**config.mk**
```make
export PLATFORM = sky130hd
export DESIGN_NAME = exmem_loader
export DESIGN_NICKNAME = d
export VERILOG_FILES = /design/src/rtl/exmem_loader.sv
export SDC_FILE = /design/constraint.sdc
export NUM_CORES = 2
export LEC_CHECK = 0
export CORE_MARGIN = 1
export CORE_UTILIZATION = 35
export DETAILED_ROUTE_END_ITERATION = 6
export PLACE_DENSITY = 0.49
export RECOVER_POWER = 25
export SLEW_MARGIN = 20
export SYNTH_ARGS = -nofsm -noshare
export SYNTH_HDL_FRONTEND = slang
export SYNTH_SLANG_ARGS = --single-unit
export TNS_END_PERCENT = 10
```
**constraint.sdc**
```tcl
create_clock -name clk -period 5.4 [get_ports clk]
set_input_delay 0.81 -clock clk [delete_from_list [all_inputs] [get_ports clk]]
set_output_delay 0.81 -clock clk [all_outputs]
set_load 0.01 [all_outputs]
```
**src/rtl/exmem_loader.sv**
```systemverilog
// exmem_loader: byte-wide external memory for the multicycle CPU, with a
// valid/ready program-image load port in front of it.
//
// After reset the block optionally clears the array (CLEAR), then accepts
// the program image (LOAD), then serves the CPU bus (RUN). The CPU is kept
// in reset through cpu_hold until the image is in place.
//
// Optional feature macro: EXMEM_CLEAR_EN
//   defined   -> every reset zeroes the whole array before loading.
//   undefined -> loading starts right after reset; unloaded bytes keep
//                whatever they held before.
//
// Load handshake: a byte transfers at a rising edge when ld_valid && ld_ready
// are both high. ld_ready is a registered decode of the state, so it never
// depends on ld_valid in the same cycle, and the loader may keep ld_valid high
// to stream one byte per cycle.
//
// state_dbg exposes the FSM state (0=CLEAR, 1=LOAD, 2=RUN) for observation.
module exmem_loader #(
  parameter int WIDTH  = 8,
  parameter int AWIDTH = 8
) (
  input  logic              clk,
  input  logic              reset,
  input  logic [AWIDTH-1:0] adr,
  input  logic [WIDTH-1:0]  writedata,
  input  logic              memwrite,
  output logic [WIDTH-1:0]  memdata,
  input  logic              ld_valid,
  input  logic [WIDTH-1:0]  ld_data,
  input  logic              ld_last,
  output logic              ld_ready,
  output logic              cpu_hold,
  output logic [AWIDTH:0]   ld_count,
  output logic [1:0]        state_dbg
);

  localparam int DEPTH = 1 << AWIDTH;
  localparam logic [AWIDTH-1:0] PTR_MAX  = {AWIDTH{1'b1}};
  localparam logic [AWIDTH-1:0] PTR_ONE  = {{(AWIDTH-1){1'b0}}, 1'b1};
  localparam logic [AWIDTH:0]   CNT_ONE  = {{AWIDTH{1'b0}}, 1'b1};

  typedef enum logic [1:0] {
    ST_CLEAR = 2'd0,
    ST_LOAD  = 2'd1,
    ST_RUN   = 2'd2
  } state_t;

`ifdef EXMEM_CLEAR_EN
  localparam state_t ST_ENTRY = ST_CLEAR;
`else
  localparam state_t ST_ENTRY = ST_LOAD;
`endif

  // Storage; deliberately not reset so that reset alone never alters contents.
  logic [WIDTH-1:0] mem [DEPTH];

  state_t            state_q, state_d;
  logic [AWIDTH-1:0] ld_ptr_q, ld_ptr_d;
  logic [AWIDTH:0]   ld_count_q, ld_count_d;
  logic              ld_ready_q, ld_ready_d;
  logic              cpu_hold_q, cpu_hold_d;
`ifdef EXMEM_CLEAR_EN
  logic [AWIDTH-1:0] clr_ptr_q, clr_ptr_d;
`endif

  // Single memory write port shared by clear, load and CPU store.
  logic              mem_we;
  logic [AWIDTH-1:0] mem_waddr;
  logic [WIDTH-1:0]  mem_wdata;

  // Next-state, pointer/counter updates and write-port selection.
  always_comb begin
    state_d    = state_q;
    ld_ptr_d   = ld_ptr_q;
    ld_count_d = ld_count_q;
`ifdef EXMEM_CLEAR_EN
    clr_ptr_d  = clr_ptr_q;
`endif
    mem_we     = 1'b0;
    mem_waddr  = ld_ptr_q;
    mem_wdata  = ld_data;

    case (state_q)
`ifdef EXMEM_CLEAR_EN
      ST_CLEAR: begin
        mem_we    = 1'b1;
        mem_waddr = clr_ptr_q;
        mem_wdata = '0;
        clr_ptr_d = clr_ptr_q + PTR_ONE;
        if (clr_ptr_q == PTR_MAX) begin
          state_d = ST_LOAD;
        end
      end
`endif
      ST_LOAD: begin
        // ld_ready is high throughout LOAD, so ld_valid alone means transfer.
        if (ld_valid) begin
          mem_we     = 1'b1;
          mem_waddr  = ld_ptr_q;
          mem_wdata  = ld_data;
          ld_count_d = ld_count_q + CNT_ONE;
          // The last slot ends the load; the pointer is left there rather
          // than wrapping back onto address 0.
          if (ld_last || (ld_ptr_q == PTR_MAX)) begin
            state_d = ST_RUN;
          end else begin
            ld_ptr_d = ld_ptr_q + PTR_ONE;
          end
        end
      end
      ST_RUN: begin
        if (memwrite) begin
          mem_we    = 1'b1;
          mem_waddr = adr;
          mem_wdata = writedata;
        end
      end
      default: begin
        state_d = ST_ENTRY;
      end
    endcase

    ld_ready_d = (state_d == ST_LOAD);
    cpu_hold_d = (state_d != ST_RUN);
  end

  // FSM, pointers, counter and registered handshake/hold outputs.
  always_ff @(posedge clk or posedge reset) begin
    if (reset) begin
      state_q    <= ST_ENTRY;
      ld_ptr_q   <= '0;
      ld_count_q <= '0;
      ld_ready_q <= (ST_ENTRY == ST_LOAD);
      cpu_hold_q <= 1'b1;
`ifdef EXMEM_CLEAR_EN
      clr_ptr_q  <= '0;
`endif
    end else begin
      state_q    <= state_d;
      ld_ptr_q   <= ld_ptr_d;
      ld_count_q <= ld_count_d;
      ld_ready_q <= ld_ready_d;
      cpu_hold_q <= cpu_hold_d;
`ifdef EXMEM_CLEAR_EN
      clr_ptr_q  <= clr_ptr_d;
`endif
    end
  end

  // Array write; blocked while reset is held so reset never writes a byte.
  always_ff @(posedge clk) begin
    if (mem_we && !reset) begin
      mem[mem_waddr] <= mem_wdata;
    end
  end

  // Asynchronous read: the controller latches memdata in the same cycle it
  // presents the address. Outside RUN the CPU sees zeros.
  assign memdata   = (state_q == ST_RUN) ? mem[adr] : '0;
  assign ld_ready  = ld_ready_q;
  assign cpu_hold  = cpu_hold_q;
  assign ld_count  = ld_count_q;
  assign state_dbg = state_q;

endmodule

```
Word-level counts from Yosys, hierarchy flattened. Memories as Yosys holds them, arrays and structs flattened. Cells that the tools add are included.

Bits in registers: 21. Memory bits (writable): 2048. Input port bits: 29. Output and inout port bits: 21. Logic and storage cells: 32. Memories kept: 1.

Memory list: mem (depth 256, width 8, read ports 1, clocked after memory_dff 0, wr ports 1, line 56) `logic [WIDTH-1:0] mem [DEPTH];`.

$add $sub $neg: 2. Equality and inequality tests: 5. Multiplexer cells: 13. Bitwise gates (word level): 1. Reduce and logical (&&, ||, !) cells: 5.

Operators by type and width (count): two-way mux 8 bit (5); adder 9 x 1 -> 9 bit (second input constant) (1); adder 8 x 1 -> 8 bit (second input constant) (1); equality test 8 bit (second input constant) (1); equality test 2 x 1 -> 1 bit (second input constant) (2); two-way mux 1 bit (4); two-way mux 2 bit (2); one-hot mux 2 bit (2 select lines) (1); AND reduction 3 bit (1); equality test 2 bit (second input constant) (1); inequality test 2 bit (second input constant) (1); one-hot mux 1 bit (2 select lines) (1); AND reduction 2 bit (1); logical AND 1 bit (1); zero test 1 bit (1); logical OR 1 bit (1); inverter 1 bit (1).

Longest topological paths before layout.
Word-level depth: 6. Mapped depth: 11.

Worst setup path after synthesis. OpenSTA, ideal clock, no wires.

Path kind: register to register. From: reg state_q[0], in the netlist state_dbg[0]. To: mem mem[0][0], data pin. Arrival: 4.502 ns. Required time: 4.578 ns. Setup slack: 0.076 ns. Stages on the path, launching flop included: 8. Clock period less this slack: 5.324 ns. Path through: dfstp_2 > inv_1 > ha_1 > nand2_1 > buf_2 > clkbuf_1 > nand2_1 > nand2_1.

Word-level cells in the longest chain between the ends: 2.

RTL lines: start, declared (line 58) `state_t state_q, state_d;`; start signal, assigned (line 140) `state_q <= state_d;`; equality test 2 bit (line 84) `case (state_q)`; two-way mux 8 bit; named net mem_wdata[0] (line 70) `logic [WIDTH-1:0] mem_wdata;`; end, declared (line 56).

The timed path passes the listed nets, and every way through them passes these cells.

Worst setup path in the final report.
From: in adr[1]. To: out memdata[3].

Word-level cells in the longest chain between the ends: 2.

RTL lines: start, declared (line 25) `input logic [AWIDTH-1:0] adr,`; memory read (256 x 8 bit); two-way mux 8 bit (line 160) `assign memdata = (state_q == ST_RUN) ? mem[adr] : '0;`; end, declared (line 28) `output logic [WIDTH-1:0] memdata,`.

No other way between the ends.

==> results.sh <==
export IMPL_grt_start_max_net_pins=157
export IMPL_cts_root_buf="clkbuf_16"
export IMPL_dpl_cell_area_mm2=0.0877
export IMPL_ys_types=68
export IMPL_core_mm2=0.231
export IMPL_clk_latency_ns=0.86
export IMPL_vdd_drop_max_mv=0.276
export IMPL_min_from="ld_count[8]"
export IMPL_critPathLaunch="adr[1]"
export IMPL_synth_edf_count=2048
export IMPL_yosysMostFrequentCell="edfxtp_1"
export IMPL_hold_path_class="flop to flop"
export IMPL_grt_pass1_wl_mm=333
export IMPL_avgSynthCellArea_um2=19.6
export IMPL_synth_main_ff_cell="edfxtp_1"
export IMPL_holdWs_ns=0.465
export IMPL_start_util_pct=35.3
export IMPL_cp_max_fo=27
export IMPL_setup_slack_ns=-0.000635
export IMPL_fin_area_mm2=0.0943
export IMPL_min_to="ld_count[8]"
export IMPL_antenna_found_initial=5
export IMPL_cts_made_buffers=214
export IMPL_p_int_mw=27.2
export IMPL_period_minus_slack_ns=5.40
export IMPL_ctsHoldBuffers=0
export IMPL_rrSetupSlack_ns=0.31
export IMPL_syn2layout_area_growth_pct=15.9
export IMPL_synth_common_cells="edfxtp_1 (2,048), mux4_2 (342), mux2i_1 (327), nor2_1 (313), nand2_1 (184)"
export IMPL_route_detailed_drc=0
export IMPL_rsz0062_at_grt="false"
export IMPL_worst_pin_slew_ns=2.34
export IMPL_wire_per_inst_um=30.5
export IMPL_cp_arrival_ns=4.59
export IMPL_power_switching_mw=8.56
export IMPL_die_w_um=484
export IMPL_synth_warnings=0
export IMPL_fin_crit_sh_pct=100
export IMPL_clk_pin_slew_ns=0.06
export IMPL_syn_nets=4175
export IMPL_ys_ff_latch=2069
export IMPL_gp_congestion=0.874
export IMPL_grtUsageTotal_pct=20.0
export IMPL_sw_frac_of_total_pct=23.9
export IMPL_slew_headroom_pct=-55.9
export IMPL_drt_total_wl_mm=237
export IMPL_violations="capacitance limit, slew limit, setup timing"
export IMPL_cts_sinks=2069
export IMPL_status="finished with violations"
export IMPL_p_leak_nw=30.3
export IMPL_synthArstFlopShare_pct=1.01
export IMPL_cts_path_max_buffers=3
export IMPL_die_y_um=484
export IMPL_ios=50
export IMPL_routed_via_density=5.46
export IMPL_synth_cell_area_mm2=0.0814
export IMPL_yosysTopAreaCell="edfxtp_1"
export IMPL_post_dp_hpwl_mm=156
export IMPL_critPathKind="input port to primary output"
export IMPL_port_buffers=49
export IMPL_slew_viol_final=538
export IMPL_critPathLaunchType="input port"
export IMPL_pre_cts_slack_ns=-0.430
export IMPL_r2r_start="state_dbg[0]"
export IMPL_synth_area_leaders="edfxtp_1 (76%), mux4_2 (9.5%), mux2i_1 (4.0%)"
export IMPL_whs_path_depth=1
export IMPL_drive_gt1_share_pct=22.7
export IMPL_die_area_mm2=0.234
export IMPL_worstSetupEndpointType="primary output"
export IMPL_num_rows=176
export IMPL_dr_total_vias=42400
export IMPL_ys_seq_area_share_pct=76.2
export IMPL_cp_required_ns=4.59
export IMPL_synth_top_cell_area_share_pct=75.6
export IMPL_r2r_end="mem[51][6]"
export IMPL_tritoncts="yes"
export IMPL_combPwrFrac_pct=8.8
export IMPL_post_cts_buffers=0
export IMPL_grt_overflow_total=0
export IMPL_syn_inst=4142
export IMPL_setup_viol=1
export IMPL_drt_iter0_drc=4506
export IMPL_final_antenna_net_count=0
export IMPL_final_hold_viol_count=0
export IMPL_skew_ns=0.0369
export IMPL_pwr_share_clk_pct=39.8
export IMPL_p_seq_share_pct=51.4
export IMPL_p_per_area_mw_per_mm2=379
export IMPL_grt_pass1_vias=42200
export IMPL_max_freq_mhz=185
export IMPL_htreeDepth=4
export IMPL_layout_nets=4595
export IMPL_r2r_cells=7
export IMPL_finalSetupTns_ns=-0.000635
export IMPL_firstDrtPassIters=6
export IMPL_maxCapViolCount=8
-- per-stage QoR --
stage               cells  util (%)  power [mW]
floorplan            4142         -        20.5
global placement     7372      38.1        21.9
detailed placement   7372      38.1        21.9
CTS                  7766      41.0        36.1
global route         7768      40.9        36.7
finish               7769      40.9        35.7
-- layout make-up --
type	instances	area (µm²)
inverters	5	23.8
multi-input cells	1822	17800
clock inverters	115	1030
fillers	20400	136000
repair buffers	450	3980
well taps	3026	3790
diodes	3	7.51
flip-flops and latches	2069	62000
clock buffers	279	5650
-- power by group through the flow --
stage          clock [mW]  combinational (mW)  sequential [mW]
6_report             14.2                3.14             18.4
5_1_grt              15.1                3.31             18.4
4_1_cts              14.5                3.24             18.3
3_5_place_dp            0                3.22             18.7
3_3_place_gp            0                3.17             18.7
2_1_floorplan           0                1.54             18.9
-- repair_timing --
item	4_1_cts	5_1_grt
pin swaps	1	0
endpoints found under the setup margin	7	2
endpoints found under the hold margin	0	0
resized for setup	16	2
-- registers in the layout (all words and copies together), names as in the netlist --
name	flops
mem	2048
ld_count	9
ld_ptr_q	8
cpu_hold	1
state_dbg	2
ld_ready	1
-- metal layers --
| layer | vias to the layer above | wire length [µm] | global-route usage (%) |
|---|---|---|---|
| met5 | - | 0 | 0 |
| met4 | 0 | 6780 | 5.95 |
| met3 | 307 | 14400 | 3.38 |
| met2 | 1430 | 112000 | 31.8 |
| met1 | 22800 | 104000 | 28.2 |
| li1 | 17900 | - | - |
-- cell usage in the layout, fill, tap and decap left out, types with 42 or more instances in the layout --
| master | instances |
|---|---|
| mux2i_1 | 327 |
| mux4_2 | 342 |
| a211oi_1 | 52 |
| a21oi_1 | 57 |
| buf_4 | 351 |
| edfxtp_1 | 2048 |
| clkinv_1 | 44 |
| clkbuf_1 | 63 |
| o221ai_1 | 70 |
| nand2_1 | 182 |
| clkbuf_16 | 216 |
| nor2_1 | 310 |
| o22ai_1 | 105 |
| o21ai_0 | 42 |
-- kinds of logic (layout without fill, tap and decap cells) --
group,after synthesis,count (layout),share of synthesized area (%)
other cells,0,3,0
compound gates,439,439,3.74
flops,2069,2069,76.2
fa+ha+maj,4,4,0.0615
buf+inv,251,849,2.02
xor+xnor,15,15,0.161
mux,693,693,14.2
simple gates,671,671,3.56
-- how the worst max path moves through the flow --
stage	end	slack (ns)	cells past startpoint
global placement	memdata[3]	-0.35	12
detailed placement	memdata[3]	-0.43	12
CTS	memdata[4]	-0.06	13
global route	memdata[2]	0.006	11
floorplan	mem[0][0]	0.08	7
finish	memdata[3]	-0.0006	11
-- worst max-delay path, stage by stage --
cell	delay, ns
buf_8	0.23
buf_12	0.26
buf_4	0.32
mux4_2	0.24
mux2i_1	0.10
o21ai_0	0.92
o311ai_2	0.38
buf_4	0.24
o22ai_2	0.27
buf_4	0.18
clkdlybuf4s50_1	0.53
(Power assumes the default switching activity.)
